## config.mk

```make
export PLATFORM = sky130hd
export DESIGN_NAME = reg_file_arbiter
export DESIGN_NICKNAME = d
export VERILOG_FILES = /design/src/rtl/reg_file_arb_pkg.sv /design/src/rtl/rr_arb2.sv /design/src/rtl/reg_file_arbiter.sv
export SDC_FILE = /design/constraint.sdc
export NUM_CORES = 1
export LEC_CHECK = 0
export CORE_AREA = 4 4 75 77
export DETAILED_ROUTE_END_ITERATION = 10
export DIE_AREA = 0 0 79 81
export PLACE_DENSITY = 0.82
export RECOVER_POWER = 25
export SLEW_MARGIN = 20
export SYNTH_ARGS = -nofsm -noshare
export SYNTH_HDL_FRONTEND = slang
export SYNTH_HIERARCHICAL = 1
export SYNTH_SLANG_ARGS = --single-unit
export TNS_END_PERCENT = 5
```

## constraint.sdc

```tcl
create_clock -name CLK -period 2 [get_ports CLK]
set_input_delay 0.4 -clock CLK [delete_from_list [all_inputs] [get_ports CLK]]
set_output_delay 0.4 -clock CLK [all_outputs]
set_load 0.01 [all_outputs]
```

## src/rtl/reg_file_arb_pkg.sv

```systemverilog
`default_nettype none
// +----------------------------------------------------------------------------+
// | reg_file_arb_pkg                                                           |
// | Shared types and constants for the two-client register-file arbiter.       |
// | Revision: 1.0                                                              |
// +----------------------------------------------------------------------------+
package reg_file_arb_pkg;

  typedef enum logic [1:0] {
    IDLE    = 2'd0,
    EXEC    = 2'd1,
    CAPTURE = 2'd2
  } state_t;

  localparam logic OP_RD = 1'b0;
  localparam logic OP_WR = 1'b1;

  localparam logic REQ0 = 1'b0;
  localparam logic REQ1 = 1'b1;

endpackage
`default_nettype wire

```

## src/rtl/rr_arb2.sv

```systemverilog
`default_nettype none
// +----------------------------------------------------------------------------+
// | rr_arb2                                                                    |
// | Two-way arbiter: round-robin by default, fixed R0 priority when            |
// | ARB_FIXED_PRIO_EN is defined.                                              |
// | Revision: 1.0                                                              |
// +----------------------------------------------------------------------------+
module rr_arb2
  import reg_file_arb_pkg::*;
(
  input  logic       CLK,
  input  logic       RST,
  input  logic [1:0] req_i,
  input  logic       update_i,
  output logic [1:0] winner_o
);

`ifdef ARB_FIXED_PRIO_EN
  logic unused_ok;
  assign unused_ok = CLK ^ RST ^ update_i;
  assign winner_o  = req_i[0] ? 2'b01 : {req_i[1], 1'b0};
`else
  logic last_winner_q;
  logic last_winner_d;

  // On a tie the requester that did not win last time is served.
  always_comb begin
    winner_o      = req_i;
    last_winner_d = last_winner_q;
    if (req_i == 2'b11) begin
      winner_o = (last_winner_q == REQ1) ? 2'b01 : 2'b10;
    end
    if (update_i && (winner_o != 2'b00)) begin
      last_winner_d = winner_o[1] ? REQ1 : REQ0;
    end
  end

  always_ff @(posedge CLK) begin
    if (RST) begin
      last_winner_q <= REQ1;
    end else begin
      last_winner_q <= last_winner_d;
    end
  end
`endif

endmodule
`default_nettype wire

```

## src/rtl/reg_file_arbiter.sv

```systemverilog
`default_nettype none
// +----------------------------------------------------------------------------+
// | reg_file_arbiter                                                           |
// | Serialises two requesters onto one register file; fixed R0 priority        |
// | instead of round-robin when ARB_FIXED_PRIO_EN is defined.                  |
// | Revision: 1.0                                                              |
// +----------------------------------------------------------------------------+
module reg_file_arbiter
  import reg_file_arb_pkg::*;
#(
  parameter int ADDR_WIDTH = 3,
  parameter int DATA_WIDTH = 16
) (
  input  logic                  CLK,
  input  logic                  RST,
  input  logic                  Req0,
  input  logic                  Wr0,
  input  logic [ADDR_WIDTH-1:0] Addr0,
  input  logic [DATA_WIDTH-1:0] WData0,
  output logic                  Gnt0,
  output logic                  RdValid0,
  input  logic                  Req1,
  input  logic                  Wr1,
  input  logic [ADDR_WIDTH-1:0] Addr1,
  input  logic [DATA_WIDTH-1:0] WData1,
  output logic                  Gnt1,
  output logic                  RdValid1,
  output logic [DATA_WIDTH-1:0] RdDataOut,
  output logic                  RfWrEn,
  output logic                  RfRdEn,
  output logic [ADDR_WIDTH-1:0] RfAddress,
  output logic [DATA_WIDTH-1:0] RfWrData,
  input  logic [DATA_WIDTH-1:0] RfRdData,
  output logic                  Busy
);

  state_t                state_q;
  logic                  op_q;
  logic                  owner_q;
  logic                  rf_wr_en_q;
  logic                  rf_rd_en_q;
  logic [ADDR_WIDTH-1:0] rf_addr_q;
  logic [DATA_WIDTH-1:0] rf_wr_data_q;
  logic [DATA_WIDTH-1:0] rd_data_q;
  logic                  rd_valid0_q;
  logic                  rd_valid1_q;

  logic [1:0]            w_winner;
  logic                  w_grant_any;
  logic                  w_sel_wr;
  logic [ADDR_WIDTH-1:0] w_sel_addr;
  logic [DATA_WIDTH-1:0] w_sel_data;

  rr_arb2 u_arb (
    .CLK      (CLK),
    .RST      (RST),
    .req_i    ({Req1, Req0}),
    .update_i (w_grant_any),
    .winner_o (w_winner)
  );

  // Grant is combinational so the requester's fields are captured on the same edge.
  assign w_grant_any = (state_q == IDLE) && (w_winner != 2'b00) && !RST;
  assign w_sel_wr    = w_winner[1] ? Wr1    : Wr0;
  assign w_sel_addr  = w_winner[1] ? Addr1  : Addr0;
  assign w_sel_data  = w_winner[1] ? WData1 : WData0;

  always_ff @(posedge CLK) begin
    if (RST) begin
      state_q      <= IDLE;
      op_q         <= OP_RD;
      owner_q      <= REQ0;
      rf_wr_en_q   <= 1'b0;
      rf_rd_en_q   <= 1'b0;
      rf_addr_q    <= '0;
      rf_wr_data_q <= '0;
      rd_data_q    <= '0;
      rd_valid0_q  <= 1'b0;
      rd_valid1_q  <= 1'b0;
    end else begin
      rf_wr_en_q  <= 1'b0;
      rf_rd_en_q  <= 1'b0;
      rd_valid0_q <= 1'b0;
      rd_valid1_q <= 1'b0;
      case (state_q)
        IDLE: begin
          if (w_grant_any) begin
            op_q         <= w_sel_wr;
            owner_q      <= w_winner[1] ? REQ1 : REQ0;
            rf_addr_q    <= w_sel_addr;
            rf_wr_data_q <= w_sel_data;
            rf_wr_en_q   <= (w_sel_wr == OP_WR);
            rf_rd_en_q   <= (w_sel_wr == OP_RD);
            state_q      <= EXEC;
          end
        end
        EXEC: begin
          state_q <= (op_q == OP_WR) ? IDLE : CAPTURE;
        end
        CAPTURE: begin
          rd_data_q   <= RfRdData;
          rd_valid0_q <= (owner_q == REQ0);
          rd_valid1_q <= (owner_q == REQ1);
          state_q     <= IDLE;
        end
        default: begin
          state_q <= IDLE;
        end
      endcase
    end
  end

  assign Gnt0      = w_grant_any && w_winner[0];
  assign Gnt1      = w_grant_any && w_winner[1];
  assign RdValid0  = rd_valid0_q;
  assign RdValid1  = rd_valid1_q;
  assign RdDataOut = rd_data_q;
  assign RfWrEn    = rf_wr_en_q;
  assign RfRdEn    = rf_rd_en_q;
  assign RfAddress = rf_addr_q;
  assign RfWrData  = rf_wr_data_q;
  assign Busy      = (state_q != IDLE);

endmodule
`default_nettype wire

```

==> impl_metrics.py <==
metrics = {
    "drt": {
        "drt_wl_total_mm": 4.638,
        "vias": 1580,
        "firstDrtPassIters": 4,
        "vias_per_cell": 4.527,
        "drc": 0,
        "ant_nets": 0,
        "drtIter0Drc": 77,
        "wl_per_cell_um": 13.29,
    },
    "synthesis": {
        "yosysMostFrequentCell": "dfxtp_1",
        "synth_edf_count": 0,
        "synthArstFlopShare": 0,
        "synth-main-ff-cell": "dfxtp_1",
        "yosys.area.top_type": "dfxtp_1",
        "ys_top_cells_by_area": "dfxtp_1 48%, o2bb2ai_2 13%, mux2i_1 11%",
        "synthCells": 172,
        "yosysSeqAreaShare": 0.4809,
        "syn_area_per_cell_um2": 10.65,
        "syn_nets": 232,
        "synth_cell_types": 29,
        "yosysTopAreaCellShare": 0.4809,
        "synthTopCellsByCount": "44 x dfxtp_1, 32 x nand2_1, 20 x mux2i_1",
        "ys_ff_latch": 44,
        "synth.cell_area_um2": 1832,
        "ys.warnings.count": 6,
    },
    "floorplanning": {
        "fp.dieH_um": 81,
        "io_pins": 102,
        "die_x_um": 79,
        "coreArea_um2": 5010,
        "start_util": 0.3656,
        "dieArea_um2": 6399,
        "rows": 26,
    },
    "critical_path": {
        "max_stage_delay_ps": 350,
        "crit_slowest_cell": "or3_4",
        "cp_max_fo": 4,
        "cp.arrival_ps": 1580,
        "cp-end-kind": "primary output",
        "ff2ff_path_depth": 6,
        "worstPathRequired_ps": 1600,
        "rrSetupSlack_ps": 460,
        "worst-path-buf-inv": 3,
        "rr_startpoint": "u_arb/last_winner_q",
        "path_cells": "buf_6, a21boi_4, nor2_2, or3_4, inv_4, and2_4, buf_6",
        "crit_path_frequent_cell": "buf_6",
        "worstSetupStartpointType": "register",
        "r2r-end": "RfWrData[6]",
        "crit_type": "register to primary output",
        "crit_family": "simple AND/OR/NAND/NOR gates",
    },
    "placement": {
        "place.gp.congestion": 0.7159,
        "port_buffers": 101,
        "dpl.hpwl_mm": 3.514,
        "preCtsSetupSlack_ps": -785.1,
    },
    "clock_network": {
        "postCtsSetupBuffers": 0,
        "cts_inserted_buffers": 5,
        "clock_latency_ps": 290,
        "cts_tree": "built",
        "cts_root_buf": "clkbuf_8",
        "clockBufferDepth": 2,
        "clkSinkCount": 44,
        "clk_pin_slew_ps": 80,
        "htree_levels": 2,
    },
    "sta": {
        "setup_viol": 0,
        "fin_ws_ps": 20.70,
        "final_max_slew_viol_count": 0,
        "fin_crit_ps": 1979,
        "hold_viol_final": 0,
        "min_period_over_period": 0.9897,
        "worstMarginPinSlew_ps": 571.4,
        "grt_setup_unrepaired": "yes",
        "fmax_mhz": 505.2,
        "slew_headroom": 0.6190,
        "finalClockSkew_ps": 4.867,
        "final.setup.tns_ps": 0,
    },
    "run": {
        "cap_violations": 0,
    },
    "global_routing": {
        "antenna_found_initial": 0,
        "track_usage": 0.1435,
        "grt_overflow": 0,
        "grt_pass1_wl_mm": 7.231,
        "grt_pass1_vias": 1557,
        "grt_max_degree": 23,
    },
    "final_layout": {
        "multiInputGateArea_um2": 877.1,
        "drive_above_1_share": 0.1756,
        "area_growth_pct": 67.08,
        "ff_latch_area_um2": 882.1,
        "diodes": 0,
        "nNetsFinal": 339,
        "nFillCells": 458,
    },
    "power_and_ir_drop": {
        "irDropWorstVdd_mv": 0.3869,
        "comb_power_share": 0.252,
        "power_frac_clock": 0.259,
        "power.internal_mw": 1.483,
        "p_leak_nw": 1.135,
        "pwr-share-seq": 0.489,
        "pwr_density_cell_nw_per_um2": 654.8,
        "netSwitchingPower_uw": 520.7,
        "switching_share": 0.2598,
    },
    "run_status": {
        "outcome": "finished, final reports clean",
    },
    "hold_path": {
        "min_to": "RdDataOut[7]",
        "hold_path_class": "register to register",
        "min_from": "RdDataOut[7]",
        "holdPathStages": 2,
    },
}
==> worst max-delay path by stage <==
stage	startpoint	to	slack, ps	cells past startpoint
2_1_floorplan	Req1	Gnt0	150	7
3_3_place_gp	Req0	Gnt0	-710	7
3_5_place_dp	Req0	Gnt0	-790	7
4_1_cts	u_arb/last_winner_q	Gnt0	-20	7
5_1_grt	u_arb/last_winner_q	Gnt1	-40	7
6_report	u_arb/last_winner_q	Gnt1	20	7
==> area by class of cell <==
type,count,area share
clock inverters,1,0.001635
inverters,4,0.005724
well taps,70,0.02862
repair buffers,115,0.3655
multi-input cells,109,0.2866
flip-flops and latches,44,0.2882
clock buffers,6,0.02371
==> state kept, by name (all words and copies together) (netlist names) <==
name,cells
RdDataOut,16
RfWrData,16
RfAddress,3
state_q,2
RdValid0,1
RdValid1,1
RfRdEn,1
RfWrEn,1
op_q,1
owner_q,1
u_arb/last_winner_q,1
==> placed cells by master, fill, tap and decap left out, types with 3 or more instances in the layout <==
cell             instances
buf_6                    3
nand2_1                 32
a21oi_1                 17
mux2i_1                 20
buf_4                   12
o2bb2ai_2               16
clkbuf_8                 5
dfxtp_1                 43
inv_1                    3
clkdlybuf4s50_1         97
==> per-stage QoR <==
step                area, µm²  utilization  hold slack [ps]  power [mW]  cells
floorplan                1832            -            417.2       1.218    172
global placement         2960       0.5909            441.4       1.497    342
detailed placement       2960       0.5909            445.9       1.505    342
CTS                      3037       0.6061            457.3       2.028    349
global route             3060       0.6109            483.9       2.106    349
finish                   3060       0.6109            456.2       2.004    349
==> cells by family (layout without fill, tap and decap cells) <==
logic type	count (synthesis)	after routing	share of synthesized area
flops	44	44	0.4809
compound gates	44	44	0.2445
buf+inv	19	126	0.05532
mux	20	20	0.1093
simple gates	45	45	0.1100
==> worst reg2reg max path: stages (launching register included) <==
cell      delay, ps
dfxtp_2         330
buf_6           110
a21boi_4        130
nor2_2           60
or3_4           350
buf_4           250
o21ai_0         220
==> timing repair <==
action                                 4_1_cts  5_1_grt
endpoints found under the hold margin        0        0
setup endpoints to repair                    2        2
hold buffers                                 0        0
resized for setup                           14        9
==> per-layer routing <==
metal  part of all wire  GRT usage  wire length [µm]
met1               0.41     0.1638              1882
met4              0.014    0.04639                66
met2               0.50     0.2483              2329
met3              0.078    0.05432               361
met5                  0          0                 0
==> power by group through the flow <==
stage / clock network, mW / logic (mW) / registers (mW)
floorplan: 0 / 0.194 / 1.02
global placement: 0 / 0.499 / 0.998
detailed placement: 0 / 0.506 / 0.999
CTS: 0.539 / 0.509 / 0.980
global route: 0.573 / 0.544 / 0.989
finish: 0.518 / 0.506 / 0.980
Note: power is estimated with default switching activity, not from simulation.
